File: src/rtl/riscv_pkg.sv
// Shared RISC-V datapath constants: native word width and forwarding-select encodings.
package riscv_pkg;

  localparam int unsigned XLEN = 32;

  typedef enum logic [1:0] {
    FWD_REG = 2'd0,
    FWD_MEM = 2'd1,
    FWD_WB  = 2'd2
  } fwd_sel_e;

endpackage

File: src/rtl/nmux_comb.sv
// Pure combinational N:1 select; out-of-range select codes yield ILLEGAL_VAL.
module nmux_comb #(
  parameter int unsigned       WIDTH       = 32,
  parameter int unsigned       N_IN        = 3,
  parameter logic [WIDTH-1:0]  ILLEGAL_VAL = '0,
  localparam int unsigned      SEL_W       = $clog2(N_IN)
) (
  input  logic [N_IN*WIDTH-1:0] data_in,
  input  logic [SEL_W-1:0]      sel,
  output logic [WIDTH-1:0]      y
);

  always_comb begin
    y = ILLEGAL_VAL;
    for (int unsigned k = 0; k < N_IN; k++) begin
      if (sel == SEL_W'(k)) begin
        y = data_in[k*WIDTH +: WIDTH];
      end
    end
  end

endmodule

File: src/rtl/operand_sel_stage.sv
// Registered N:1 operand select with valid/ready handshake and flush.
// Optional illegal-select error tracking is enabled by defining OPERAND_SEL_ERR_EN.
module operand_sel_stage
  import riscv_pkg::*;
#(
  parameter int unsigned       WIDTH       = XLEN,
  parameter int unsigned       N_IN        = 3,
  parameter logic [WIDTH-1:0]  ILLEGAL_VAL = '0,
  localparam int unsigned      SEL_W       = $clog2(N_IN)
) (
  input  logic                  clk,
  input  logic                  rst,
  input  logic [N_IN*WIDTH-1:0] data_in,
  input  logic [SEL_W-1:0]      sel,
  input  logic                  in_valid,
  output logic                  in_ready,
  input  logic                  flush,
  output logic [WIDTH-1:0]      out_data,
  output logic [SEL_W-1:0]      out_sel,
  output logic                  out_valid,
  input  logic                  out_ready
`ifdef OPERAND_SEL_ERR_EN
  ,
  output logic                  sel_err,
  output logic [7:0]            err_cnt
`endif
);

  logic [WIDTH-1:0] sel_val;
  logic [WIDTH-1:0] data_q, data_d;
  logic [SEL_W-1:0] sel_q, sel_d;
  logic             valid_q, valid_d;
  logic             take;

  nmux_comb #(
    .WIDTH       (WIDTH),
    .N_IN        (N_IN),
    .ILLEGAL_VAL (ILLEGAL_VAL)
  ) u_nmux (
    .data_in (data_in),
    .sel     (sel),
    .y       (sel_val)
  );

  assign in_ready = !valid_q || out_ready;
  // A flushed cycle discards the incoming operand even though in_ready stays high.
  assign take     = in_valid && in_ready && !flush;

  always_comb begin
    data_d  = data_q;
    sel_d   = sel_q;
    valid_d = valid_q;
    if (flush) begin
      valid_d = 1'b0;
    end else if (take) begin
      data_d  = sel_val;
      sel_d   = sel;
      valid_d = 1'b1;
    end else if (valid_q && out_ready) begin
      valid_d = 1'b0;
    end
  end

  always_ff @(posedge clk) begin
    if (rst) begin
      data_q  <= '0;
      sel_q   <= '0;
      valid_q <= 1'b0;
    end else begin
      data_q  <= data_d;
      sel_q   <= sel_d;
      valid_q <= valid_d;
    end
  end

  assign out_data  = data_q;
  assign out_sel   = sel_q;
  assign out_valid = valid_q;

`ifdef OPERAND_SEL_ERR_EN
  logic       sel_illegal;
  logic       err_q, err_d;
  logic [7:0] cnt_q, cnt_d;

  assign sel_illegal = (32'(sel) >= N_IN);

  always_comb begin
    err_d = err_q;
    cnt_d = cnt_q;
    if (take && sel_illegal) begin
      err_d = 1'b1;
      if (cnt_q != 8'hff) begin
        cnt_d = cnt_q + 8'd1;
      end
    end
  end

  always_ff @(posedge clk) begin
    if (rst) begin
      err_q <= 1'b0;
      cnt_q <= 8'd0;
    end else begin
      err_q <= err_d;
      cnt_q <= cnt_d;
    end
  end

  assign sel_err = err_q;
  assign err_cnt = cnt_q;
`endif

endmodule

File: config.mk
export PLATFORM = sky130hd
export DESIGN_NAME = operand_sel_stage
export DESIGN_NICKNAME = d
export VERILOG_FILES = /design/src/rtl/riscv_pkg.sv /design/src/rtl/nmux_comb.sv /design/src/rtl/operand_sel_stage.sv
export SDC_FILE = /design/constraint.sdc
export NUM_CORES = 1
export LEC_CHECK = 0
export CORE_AREA = 2 2 80 82
export CTS_CLUSTER_DIAMETER = 200
export DETAILED_ROUTE_END_ITERATION = 7
export DIE_AREA = 0 0 82 84
export GPL_TIMING_DRIVEN = 0
export PLACE_DENSITY = 0.92
export SLEW_MARGIN = 20
export SYNTH_ARGS = -nofsm -noshare
export SYNTH_HDL_FRONTEND = slang
export SYNTH_HIERARCHICAL = 1
export SYNTH_SLANG_ARGS = --single-unit
File: constraint.sdc
create_clock -name clk -period 4 [get_ports clk]
set_clock_uncertainty 0.15 [all_clocks]
set_input_delay 1.2 -clock clk [delete_from_list [all_inputs] [get_ports clk]]
set_output_delay 1.2 -clock clk [all_outputs]
set_load 0.01 [all_outputs]
==> impl_metrics.toml, run 1 <==
[logic_synthesis]
yosys.area.top_type_share = 0.293
yosys.area.top_type = "dfxtp_1"
synth.top_cells.by_area = "dfxtp_1, mux2i_1, nand2b_1"
syn_avg_cell_area_um2 = 10.4
synth_edf_count = 0
synthesis.area_um2 = 2390
synth_ff_type = "dfxtp_1"
ys_warn_count = 6
synth_nets = 333
async_reset_ff_frac = 0
synthesis.instances = 230
ys_ff_latch = 35
yosysMostFrequentCell = "nand2b_1"
synth_commonest_cells = "nand2b_1, mux2i_1, dfxtp_1, o2bb2ai_1, o2bb2ai_2"
yosysSeqAreaShare = 0.293
synthDistinctLibCells = 15

[timing]
fmax_mhz = 271
rsz0062_at_grt = "false"
slew_headroom = 0.659
finalHoldViolCount = 0
period_needed_ns = 3.69
slew_violations = 0
period_share = 0.923
worstMarginPinSlew_ns = 0.512
setup_violations = 0
fin_tns_setup_ns = 0

[clock_tree]
clock-sinks = 35
insertion_delay_ns = 0.28
clk_path_buf_depth = 2
cts_resized = 0
post_cts_buffers = 0
cts_buffers = 5
cts_tree = "yes"
ctsHoldBuffers = 0
htreeDepth = 2
clk_pin_slew_worst_paths_ns = 0.07
cts-root-buf = "clkbuf_8"

[grt]
grt_pass1_vias = 2337
grt_usage = 0.195
overflow = 0
grt_pass1_wl_um = 10500
grt_max_degree = 11
antenna_found_initial = 0

[critical_path]
path_class = "in -> out"
crit_top_cell = "clkdlybuf4s50_1"
start_kind = "primary input"
max_stage_delay_ns = 0.53
crit_arrival_ns = 2.34
crit_buf_inv = 3
slowest_stage = "clkdlybuf4s50_1"
cp.required_ns = 2.65
cp_cell_sequence = "clkdlybuf4s50_1 -> nor2b_4 -> inv_1 -> clkdlybuf4s50_1"
crit_fanout = 3
crit_path_end_kind = "output pin"
cp.depth = 4
critical-path-top-delay-family = "buffers and inverters"
reg2reg_depth = 5
worst-r2r-setup-slack_ns = 2.61

[placement]
gp_congestion = 0.699
dp.final_hpwl_um = 5290
portBuffers = 137

[final_layout]
drive_gt1_frac = 0.0885
final_core_util = 0.645
num_antenna_cells = 0
fin_nets = 477
area_growth_pct = 64.4
nFillCells = 516

[power_and_ir_drop]
power_density_nw_per_um2 = 228
ir_worst_vdd_mv = 0.113
leakage_nw = 1.46

[routing]
drt_iter0_markers = 59
firstDrtPassIters = 4
viasPerCell = 4.81
dr_total_vias = 2166
drc_errors = 0
wl_per_cell_um = 14.6
postRouteAntennaNets = 0
routed_wl_um = 6580

[status]
status = "complete, no violations"

[floorplan]
ios = 139
initial_core_util = 0.392
core_um2 = 6100
die_y_um = 84
die_area_um2 = 6890
row_count = 29
die_w_um = 82

[worst_hold_path]
hold_class = "reg -> reg"
worstHoldPathCells = 2

[flow_run]
drv_cap = 0
[metal layers]
metal	vias up	global-route usage	wire, um	share of wire
met3	6	0.0628	571	0.087
met5	-	0	0	0
met2	84	0.359	3400	0.52
li1	1090	-	-	-
met1	986	0.212	2550	0.39
met4	0	0.0409	57	0.0087
[kinds of logic (layout without fill, tap and decap cells)]
family,Yosys count,count (layout),share of synthesized area
mux,66,66,0.276
compound gates,32,32,0.143
simple gates,73,73,0.198
flops,35,35,0.293
buf+inv,24,167,0.0890
[cell usage in the layout, fill, tap and decap left out]
master	instances
nor2b_4	2
o2bb2ai_1	22
nor3b_2	1
o2bb2ai_2	10
dfxtp_1	35
buf_6	9
nand2b_1	68
inv_1	1
clkbuf_8	5
buf_12	3
clkbuf_1	9
nor2_1	1
buf_4	1
buf_2	2
clkdlybuf4s50_1	137
mux2i_1	66
nor3_1	1
[where the power goes]
part	total (W)	switching, W	internal [W]
Clock	0.000233	0.000117	0.000116
Combinational	0.000290	0.000101	0.000189
Sequential	0.000373	0.00000820	0.000365
[final cells by class]
type,count,area (um^2),share of cell area
well taps,77,96.3,0.0245
inverters,1,3.75,0.000955
multi-input cells,171,1480,0.376
flip-flops and latches,35,701,0.178
clock buffers,6,72.6,0.0185
repair buffers,137,1370,0.349
plain buffers,23,209,0.0532
[worst paths after layout]
kind,startpoint,to
setup / recovery,out_ready,in_ready
hold / removal,out_data[30]$_SDFFE_PP0P_,out_data[30]$_SDFFE_PP0P_
setup reg to reg,out_valid$_SDFFE_PP0P_,out_data[25]$_SDFFE_PP0P_
hold reg to reg,out_data[30]$_SDFFE_PP0P_,out_data[30]$_SDFFE_PP0P_
[worst register-to-register path: stages, from the launching register on]
cell and delay [ns]:
dfxtp_1 0.31, nor2b_4 0.13, nor3b_2 0.19, buf_6 0.19
buf_12 0.16, mux2i_1 0.19
[per-stage QoR]
stage                     total power, W  hold slack (ns)  cells  area (um^2)  worst slack [ns]
after floorplan                 0.000515            0.343    230         2390              1.27
after global placement          0.000667            0.307    444         3860             0.328
after detailed placement        0.000674            0.315    444         3860             0.311
after CTS                       0.000909            0.328    450         3930             0.300
after global routing            0.000945            0.341    450         3930             0.271
final                           0.000896            0.326    450         3930             0.306
[sequential cells by signal, indices dropped and copies added, names as in the netlist]
name	count
out_data	32
out_sel	2
out_valid	1
Note: power is estimated with default switching activity, not from simulation.
==> run 2, diff against run 1 <==
Settings changed: PLACE_DENSITY 0.92 to 0.95.
==> run 2 against run 1 <==
Routed wire length rose by 0.70%. Final cell count grew 0.44%. Sequential share of layout area decreased by 0.051 points. Largest power group unchanged. Via count grew 1.1%. Critical path type unchanged. Highest routed layer unchanged. Cell area is 0.29% higher.
==> impl_metrics.toml, run 2 (synthesis results as in run 1) <==
[timing]
hold-worst-slack_ns = 0.326
fmax_mhz = 270
worstMarginPinSlew_ns = 0.495
period_share = 0.926
rsz0062_at_grt = "false"
setup_violations = 0
slew_violations = 0
slew_headroom = 0.670
fin_tns_setup_ns = 0
finalHoldViolCount = 0
period_needed_ns = 3.70

[critical_path]
cp.required_ns = 2.65
crit_path_end_kind = "output pin"
worstReg2RegEnd = "out_data[7]$_SDFFE_PP0P_"
r2r_start = "out_valid$_SDFFE_PP0P_"
crit_arrival_ns = 2.35
worst-r2r-setup-slack_ns = 2.59
path_class = "in -> out"
crit_fanout = 3
start_kind = "primary input"
reg2reg_depth = 5

[grt]
grt_pass1_wl_um = 10600
antenna_found_initial = 0
grt_max_degree = 12
grt_usage = 0.198
grt_pass1_vias = 2359
overflow = 0

[final_layout]
final_core_util = 0.647
drive_gt1_frac = 0.0960
num_antenna_cells = 0
area_growth_pct = 64.9
final_common_cell = "clkdlybuf4s50_1"
largest_register_ffs = 32
final_cell_area_um2 = 3940
final_cell_mix = "clkdlybuf4s50_1, nand2b_1, mux2i_1"
fin_nets = 477

[placement]
postPlaceCellArea_um2 = 3860
dp.final_hpwl_um = 5240
gp_congestion = 0.706
portBuffers = 137

[clock_tree]
cts_buffers = 5
cts_resized = 0
cts-root-buf = "clkbuf_8"
ctsHoldBuffers = 0
cts_tree = "yes"
post_cts_buffers = 0
htreeDepth = 2
clk_pin_slew_worst_paths_ns = 0.07
clk_path_buf_depth = 2
clock-sinks = 35
insertion_delay_ns = 0.29

[routing]
wl_per_cell_um = 14.7
drt_iter0_markers = 51
routed_wl_um = 6620
drc_errors = 0
dr_total_vias = 2190
viasPerCell = 4.85
firstDrtPassIters = 3
postRouteAntennaNets = 0

[power_and_ir_drop]
leakage_nw = 1.47
combPwrFrac = 0.318
internal_power_w = 0.000673
p_sw_w = 0.000241
pwr-share-seq = 0.409
clock_power_share = 0.274
power_density_nw_per_um2 = 232
p_sw_frac = 0.263
ir_worst_vdd_mv = 0.135

[worst_hold_path]
hold_end = "out_data[14]$_SDFFE_PP0P_"
worstHoldPathCells = 2
hold_class = "reg -> reg"
worstHoldStart = "out_data[14]$_SDFFE_PP0P_"

[floorplan]
core_um2 = 6100
die_y_um = 84
ios = 139
die_area_um2 = 6890
die_w_um = 82
initial_core_util = 0.392
row_count = 29

[flow_run]
drv_cap = 0

[status]
status = "complete, no violations"
[run 2: through the flow]
stage | std cells | total power [W] | worst slack [ns]
2_1_floorplan | 230 | 0.000515 | 1.27
3_3_place_gp | 444 | 0.000667 | 0.329
3_5_place_dp | 444 | 0.000674 | 0.285
4_1_cts | 452 | 0.000923 | 0.285
5_1_grt | 452 | 0.000956 | 0.266
6_report | 452 | 0.000914 | 0.296
[run 2: routing by layer]
layer | share of wire | up-vias | wire, um | GRT usage
met4 | 0.015 | 0 | 100 | 0.0515
met1 | 0.40 | 991 | 2630 | 0.209
li1 | - | 1097 | - | -
met5 | 0 | - | 0 | 0
met3 | 0.086 | 10 | 567 | 0.0563
met2 | 0.50 | 92 | 3330 | 0.370
[run 2: area by class of cell]
class                      count  area [um^2]
timing repair buffer         137         1370
tap                           77         96.3
fill                         507         2150
buffer                        23          209
inverter                       1         3.75
sequential                    35          701
clock buffer                   5         68.8
multi-input combinational    171         1480
clock inverter                 3         15.0
[run 2: worst max-delay path, stage by stage]
cell             delay, ns
clkdlybuf4s50_1       0.50
nor2b_4               0.06
inv_1                 0.05
clkdlybuf4s50_1       0.54
[run 2: worst max-delay path by stage]
stage          depth (start not counted)  endpoint       from  slack [ns]
6_report                               4  in_ready  out_ready        0.30
3_3_place_gp                           4  in_ready  out_ready        0.33
2_1_floorplan                          2  in_ready  out_ready        1.27
5_1_grt                                4  in_ready  out_ready        0.27
4_1_cts                                4  in_ready  out_ready        0.29
3_5_place_dp                           4  in_ready  out_ready        0.29
[run 2: power groups by stage]
| stage | registers (W) | logic (W) | clock network, W |
|---|---|---|---|
| 6_report | 0.000373 | 0.000290 | 0.000250 |
| 3_3_place_gp | 0.000380 | 0.000287 | 0 |
| 4_1_cts | 0.000373 | 0.000294 | 0.000256 |
| 2_1_floorplan | 0.000388 | 0.000127 | 0 |
| 5_1_grt | 0.000375 | 0.000315 | 0.000266 |
| 3_5_place_dp | 0.000381 | 0.000293 | 0 |
==> run 3, diff against run 2 <==
Settings changed: REMOVE_ABC_BUFFERS set to 1.
==> run 3 against run 2 <==
Maximum frequency up 0.14%. Critical path type unchanged. Flip-flop and latch count unchanged. Highest routed layer unchanged. Critical path depth unchanged. Largest cell class is now multi-input combinational cells. Total power increased by 1.7%.
==> impl_metrics.toml, run 3 (synthesis results as in run 1) <==
[final_layout]
final_common_cell = "clkdlybuf4s50_1"
final_cell_mix = "clkdlybuf4s50_1, nand2b_1, mux2i_1"
final_cell_area_um2 = 3830
num_antenna_cells = 0
area_growth_pct = 60.3
fin_nets = 459
drive_gt1_frac = 0.0756
largest_register_ffs = 32

[timing]
rsz0062_at_grt = "false"
slew_headroom = 0.361
period_share = 0.925
hold-worst-slack_ns = 0.319
worst_slack_ns = 0.301
finalHoldViolCount = 0
fin_tns_setup_ns = 0
setup_violations = 0
slew_violations = 0
fmax_mhz = 270
worstMarginPinSlew_ns = 0.956
period_needed_ns = 3.70

[routing]
wl_per_cell_um = 14.7
drc_errors = 0
viasPerCell = 4.95
drt_iter0_markers = 39
routed_wl_um = 6360
postRouteAntennaNets = 0
dr_total_vias = 2147
firstDrtPassIters = 4

[power_and_ir_drop]
power_w = 0.000929
power_density_nw_per_um2 = 242
leakage_nw = 1.42
ir_worst_vdd_mv = 0.129

[placement]
pre_cts_slack_ns = 0.293
portBuffers = 138
dp.final_hpwl_um = 4920
gp_congestion = 0.678
postPlaceCellArea_um2 = 3730

[clock_tree]
ctsHoldBuffers = 0
clk_pin_slew_worst_paths_ns = 0.06
cts_tree = "yes"
insertion_delay_ns = 0.28
post_cts_buffers = 0
cts_resized = 0
clock-sinks = 35
htreeDepth = 2
cts_buffers = 5
cts-root-buf = "clkbuf_8"
clk_path_buf_depth = 2

[floorplan]
die_y_um = 84
die_w_um = 82
initial_core_util = 0.392
die_area_um2 = 6890
core_um2 = 6100
row_count = 29
ios = 139

[grt]
antenna_found_initial = 0
grt_max_degree = 38
grt_pass1_wl_um = 10300
grt_pass1_vias = 2261
grt_usage = 0.189
overflow = 0

[critical_path]
start_kind = "primary input"
crit_arrival_ns = 2.35
crit_fanout = 3
path_class = "in -> out"
cp.required_ns = 2.65
crit_path_end_kind = "output pin"

[flow_run]
drv_cap = 0

[status]
status = "complete, no violations"

[worst_hold_path]
hold_class = "reg -> reg"
-- run 3: where the power goes --
group	internal (W)	switching (W)	leakage (nW)
combinational	0.000179	0.0000992	1.08
clock	0.000157	0.000121	0.0515
sequential	0.000365	0.00000820	0.285
-- run 3: final timing paths --
check / start / end / slack (ns) / cells after the start
worst min-delay path: out_data[20]$_SDFFE_PP0P_ / out_data[20]$_SDFFE_PP0P_ / 0.32 / 2
worst min register to register: out_data[20]$_SDFFE_PP0P_ / out_data[20]$_SDFFE_PP0P_ / 0.32 / 2
worst max-delay path: out_ready / in_ready / 0.30 / 4
worst max register to register: out_valid$_SDFFE_PP0P_ / out_data[5]$_SDFFE_PP0P_ / 2.14 / 4
-- run 3: final cells by class --
| type | instances | area (um^2) |
|---|---|---|
| fillers | 533 | 2260 |
| multi-input cells | 171 | 1480 |
| repair buffers | 142 | 1450 |
| flip-flops and latches | 35 | 701 |
| clock buffers | 8 | 100 |
| well taps | 77 | 96.3 |
| inverters | 1 | 3.75 |
-- run 3: worst max-delay path, cell delays in order --
cell	delay (ns)
clkdlybuf4s50_1	0.51
nor2b_4	0.06
inv_1	0.05
clkdlybuf4s50_1	0.52
-- run 3: metrics by stage --
stage | util | std cells
finish | 0.629 | 434
CTS | 0.629 | 434
floorplan | - | 207
global route | 0.629 | 434
detailed placement | 0.612 | 426
global placement | 0.600 | 422
-- run 3: layer usage --
layer  wire [um]  part of all wire  vias up  global-route usage
met5           0                 0        -                   0
met4          32            0.0050        0              0.0348
met3         568             0.089        4              0.0584
met2        3460              0.54       84               0.370
met1        2300              0.36      999               0.190
li1            -                 -     1060                   -
